`src/rtl/fpga_rst_pkg.sv`:
```
// Shared types, cause codes and helpers for the FPGA reset sequencer.
package fpga_rst_pkg;

   // Sequencer states
   typedef enum logic [1:0] {
      StWaitLock  = 2'd0,
      StHold      = 2'd1,
      StRelPeriph = 2'd2,
      StRun       = 2'd3
   } seq_state_e;

   // Reset cause codes reported on rst_cause_o
   localparam logic [1:0] RST_CAUSE_POR  = 2'b00;
   localparam logic [1:0] RST_CAUSE_LOCK = 2'b01;
   localparam logic [1:0] RST_CAUSE_SOFT = 2'b10;

   // Largest of three values, used to size the shared phase counter
   function automatic int unsigned max3(input int unsigned a, input int unsigned b,
                                        input int unsigned c);
      int unsigned m;
      m = (a > b) ? a : b;
      return (m > c) ? m : c;
   endfunction

   // Increment that sticks at all-ones
   function automatic logic [7:0] sat_inc8(input logic [7:0] v);
      return (v == 8'hFF) ? v : v + 8'd1;
   endfunction

endpackage

```
`src/rtl/rst_sync_2ff.sv`:
```
// Two-flop synchronizer with asynchronous active-low reset; output resets to 0.
module rst_sync_2ff (
   input  logic clk_i,
   input  logic rst_n_i,
   input  logic d_i,
   output logic q_o
);

   logic meta_q;

   // Shift the asynchronous input through two flops
   always_ff @(posedge clk_i or negedge rst_n_i) begin
      if (!rst_n_i) begin
         meta_q <= 1'b0;
         q_o    <= 1'b0;
      end else begin
         meta_q <= d_i;
         q_o    <= meta_q;
      end
   end

endmodule

```
`src/rtl/fpga_rst_seq.sv`:
```
// FPGA reset sequencer: qualifies PLL lock, holds resets, then releases
// peripheral reset followed by SoC reset. Records the cause of re-entry.
module fpga_rst_seq
   import fpga_rst_pkg::*;
#(
   parameter int unsigned LOCK_FILTER = 1024,
   parameter int unsigned HOLD_CYCLES = 4096,
   parameter int unsigned GAP_CYCLES  = 256
) (
   input  logic       clk_i,
   input  logic       rst_n_i,
   input  logic       pll_locked_i,
   input  logic       soft_rst_i,
   output logic       periph_rst_n_o,
   output logic       soc_rst_n_o,
   output logic       ready_o,
   output logic [1:0] rst_cause_o,
   output logic [7:0] rst_cnt_o
);

   localparam int unsigned CNT_MAX = max3(LOCK_FILTER, HOLD_CYCLES, GAP_CYCLES);
   localparam int unsigned CNT_W   = $clog2(CNT_MAX + 1);

   localparam logic [CNT_W-1:0] LOCK_LAST = CNT_W'(LOCK_FILTER - 1);
   localparam logic [CNT_W-1:0] HOLD_LAST = CNT_W'(HOLD_CYCLES - 1);
   localparam logic [CNT_W-1:0] GAP_LAST  = CNT_W'(GAP_CYCLES - 1);

   seq_state_e       state_q, state_d;
   logic [CNT_W-1:0] cnt_q, cnt_d;
   logic [1:0]       cause_d;
   logic [7:0]       rcnt_d;
   logic             periph_d, soc_d;
   logic             lock_s;

   rst_sync_2ff u_lock_sync (
      .clk_i   (clk_i),
      .rst_n_i (rst_n_i),
      .d_i     (pll_locked_i),
      .q_o     (lock_s)
   );

   // Next-state, counter and cause/count decode; lock loss overrides everything
   always_comb begin
      state_d = state_q;
      cnt_d   = cnt_q + 1'b1;
      cause_d = rst_cause_o;
      rcnt_d  = rst_cnt_o;

      unique case (state_q)
         StWaitLock: begin
            if (!lock_s) begin
               cnt_d = '0;
            end else if (cnt_q == LOCK_LAST) begin
               state_d = StHold;
               cnt_d   = '0;
            end
         end
         StHold: begin
            if (cnt_q == HOLD_LAST) begin
               state_d = StRelPeriph;
               cnt_d   = '0;
            end
         end
         StRelPeriph: begin
            if (cnt_q == GAP_LAST) begin
               state_d = StRun;
               cnt_d   = '0;
            end
         end
         StRun: begin
            // Counter idles at zero while running
            cnt_d = '0;
            if (soft_rst_i) begin
               state_d = StHold;
               cause_d = RST_CAUSE_SOFT;
               rcnt_d  = sat_inc8(rst_cnt_o);
            end
         end
         default: begin
            state_d = StWaitLock;
            cnt_d   = '0;
         end
      endcase

      if (state_q != StWaitLock && !lock_s) begin
         state_d = StWaitLock;
         cnt_d   = '0;
         cause_d = RST_CAUSE_LOCK;
         rcnt_d  = sat_inc8(rst_cnt_o);
      end

      periph_d = (state_d == StRelPeriph) || (state_d == StRun);
      soc_d    = (state_d == StRun);
   end

   // State, counter and registered outputs
   always_ff @(posedge clk_i or negedge rst_n_i) begin
      if (!rst_n_i) begin
         state_q        <= StWaitLock;
         cnt_q          <= '0;
         periph_rst_n_o <= 1'b0;
         soc_rst_n_o    <= 1'b0;
         ready_o        <= 1'b0;
         rst_cause_o    <= RST_CAUSE_POR;
         rst_cnt_o      <= 8'd0;
      end else begin
         state_q        <= state_d;
         cnt_q          <= cnt_d;
         periph_rst_n_o <= periph_d;
         soc_rst_n_o    <= soc_d;
         ready_o        <= soc_d;
         rst_cause_o    <= cause_d;
         rst_cnt_o      <= rcnt_d;
      end
   end

endmodule

```
`config.mk`:
```
export PLATFORM = sky130hd
export DESIGN_NAME = fpga_rst_seq
export DESIGN_NICKNAME = d
export VERILOG_FILES = /design/src/rtl/fpga_rst_pkg.sv /design/src/rtl/rst_sync_2ff.sv /design/src/rtl/fpga_rst_seq.sv
export SDC_FILE = /design/constraint.sdc
export NUM_CORES = 1
export LEC_CHECK = 0
export ABC_AREA = 1
export CAP_MARGIN = 40
export CORE_MARGIN = 5
export CORE_UTILIZATION = 50
export CTS_CLUSTER_SIZE = 28
export DETAILED_ROUTE_END_ITERATION = 8
export GPL_ROUTABILITY_DRIVEN = 0
export PLACE_DENSITY = 0.79
export SYNTH_ARGS = -nofsm -noshare
export SYNTH_HDL_FRONTEND = slang
export SYNTH_SLANG_ARGS = --single-unit
```
`constraint.sdc`:
```
create_clock -name clk_i -period 3.1 [get_ports clk_i]
set_clock_uncertainty 0.15 [all_clocks]
set_input_delay 0.62 -clock clk_i [delete_from_list [all_inputs] [get_ports clk_i]]
set_output_delay 0.62 -clock clk_i [all_outputs]
set_load 0.01 [all_outputs]
```
==> results.py <==
metrics = {
    "logic_synthesis": {
        "ys_types": 31,
        "syn_area_per_cell_um2": 8.52,
        "synth_edf_count": 0,
        "synthTopCellsByArea": "dfrtp_1, nand2_1, xor2_1, inv_1, nor2_1",
        "yosysTopAreaCellShare_pct": 46.8,
        "synth_warnings": 0,
        "async_flop_share_pct": 100,
        "synth_seq_cells": 29,
        "synth_top_cell_by_area": "dfrtp_1",
        "synth_seq_area_share_pct": 46.8,
        "synth_nets": 188,
        "synth_area_mm2": 0.00155,
        "syn-instance-count": 182,
        "synth_top_flop_cell": "dfrtp_1",
    },
    "clock_network": {
        "clock_path_buffers": 2,
        "cts_buffers": 5,
        "cts_resized": 0,
        "clk_latency_ns": 0.33,
        "path_clk_slew_ns": 0.10,
        "clock-sinks": 29,
        "cts_tree": "done",
        "h-tree-depth": 2,
        "cts_root_buf": "clkbuf_4",
        "hold_buffers": 0,
        "post_cts_buffers": 0,
    },
    "global_routing": {
        "grt_use_total_pct": 14.8,
        "grt_pass1_wl_um": 4750,
        "grt_pass1_vias": 1179,
        "grt_overflow_total": 0,
        "grt_start_max_net_pins": 30,
        "antenna_found_initial": 0,
    },
    "sta": {
        "finalCritPeriodShare_pct": 69.2,
        "setup_tns_ns": 0,
        "max_freq_ghz": 0.466,
        "relSlewSlack_pct": 76.1,
        "rsz0062_at_grt": "false",
        "worst_pin_slew_ns": 0.359,
        "setup_viol": 0,
        "worst_hold_slack_ns": 0.203,
        "min_period_ns": 2.15,
        "finalHoldViolCount": 0,
        "finalWorstSetupSlack_ns": 0.955,
        "slew_viol_final": 0,
    },
    "setup_path": {
        "slowest_delay_ns": 0.58,
        "worstPathArrival_ns": 1.38,
        "endpoint_kind": "output pin",
        "start_kind": "register",
        "worst_ep_required_time_ns": 2.33,
        "critPathMaxFanout": 5,
        "cpLargestDelayFamily": "buffers and inverters",
        "critPathKind": "reg -> out",
        "worstRegToRegCells": 8,
        "path_cells": "clkdlybuf4s50_1",
        "cpMaxStageDelayCell": "clkdlybuf4s50_1",
        "path_buf_inv": 1,
        "path_depth": 1,
    },
    "cells_and_area": {
        "final-seq-area_um2": 726,
        "fin_cells": 238,
        "n_antenna_cell": 0,
        "fill_cells": 265,
        "syn_to_final_growth_pct": 17.2,
        "layout_commonest_cell": "nand2_1",
        "fin_util_pct": 60.5,
        "multiInputGateArea_um2": 691,
        "mostFrequentLayoutCells": "nand2_1, dfrtp_1, inv_1, clkdlybuf4s50_1, nor2_1",
        "fin_nets": 210,
        "fin_area_mm2": 0.00182,
        "drive_gt1_share_pct": 17.1,
    },
    "placement": {
        "dp_hpwl_um": 1990,
        "place_inst": 230,
        "portBuffers": 16,
        "placed_cell_area_mm2": 0.00175,
        "dp_slack_ns": 1.12,
    },
    "floorplanning": {
        "start_util_pct": 51.7,
        "num_io_pins": 17,
        "die-area_mm2": 0.00432,
        "die_w_um": 65.7,
        "die_height_um": 65.7,
        "core-area_mm2": 0.00300,
        "fp-row-count": 20,
    },
    "pwr": {
        "static-leakage-power_nw": 0.914,
        "total_power_mw": 0.671,
        "power-per-cell-area_mw_per_mm2": 369,
        "irDropWorstVdd_v": 0.000217,
    },
    "hold_path": {
        "holdPathStages": 0,
        "hold_path_class": "reg -> reg",
    },
    "detailed_routing": {
        "drt-total-wl_um": 2680,
        "via_count": 1174,
        "remaining_drc_errors": 0,
        "ant_nets": 0,
        "wl_per_cell_um": 11.3,
        "drt-initial-drc-count": 57,
        "dr.pass1.iters": 4,
        "via_per_inst": 4.93,
    },
    "run_status": {
        "run_status": "finished clean",
    },
    "flow_run": {
        "cap_viol_max_count": 0,
    },
}
## Yosys cell counts (3+ instances only)
library cell,number
dfrtp_1,29
inv_1,27
inv_2,3
nand2_1,41
nand3_1,8
nand3_2,5
nor2_1,15
nor2_2,7
nor3_1,3
o21ai_1,5
xor2_1,12
## cell type report
type,count,share of cell area (%)
repair buffers,17,9.22
clock inverters,1,0.275
clock buffers,7,3.58
multi-input cells,119,38.0
inverters,32,6.74
flip-flops and latches,29,39.9
well taps,33,2.27
## per-layer routing
layer,vias up,GRT usage (%),part of all wire [%]
li1,612,-,-
met1,534,16.5,49
met2,19,23.9,44
met3,9,4.62,3.2
met4,0,10.4,3.5
met5,-,0,0
## sequential cells by signal, summed over array words and instances, names as in the netlist
register	flops
u_lock_sync.meta_q	1
rst_cnt_o	8
cnt_q	13
ready_o	1
state_q	2
u_lock_sync.q_o	1
rst_cause_o	2
periph_rst_n_o	1
## cells by family after synthesis
| group | after synthesis | synth area share, % |
|---|---|---|
| compound gates | 14 | 5.81 |
| xor+xnor | 13 | 7.34 |
| fa+ha+maj | 2 | 1.61 |
| buf+inv | 34 | 8.71 |
| flops | 29 | 46.8 |
| simple gates | 90 | 29.8 |
## report_power, final
group / switching [mW] / total, mW / internal (mW)
registers: 0.00313 / 0.385 / 0.382
logic: 0.0147 / 0.0234 / 0.00871
clock network: 0.131 / 0.262 / 0.131
## path summary, 6_finish.rpt
check,startpoint,end,slack [ns]
setup / recovery,rst_cnt_o[2],rst_cnt_o[2],0.95
hold / removal,u_lock_sync.meta_q,u_lock_sync.q_o,0.20
setup reg to reg,cnt_q[0],cnt_q[1],1.46
hold reg to reg,u_lock_sync.meta_q,u_lock_sync.q_o,0.20
max in group asynchronous,rst_n_i,cnt_q[9],2.01
min in group asynchronous,rst_n_i,rst_cnt_o[0],0.52
Power figures use the tool's default switching activity.
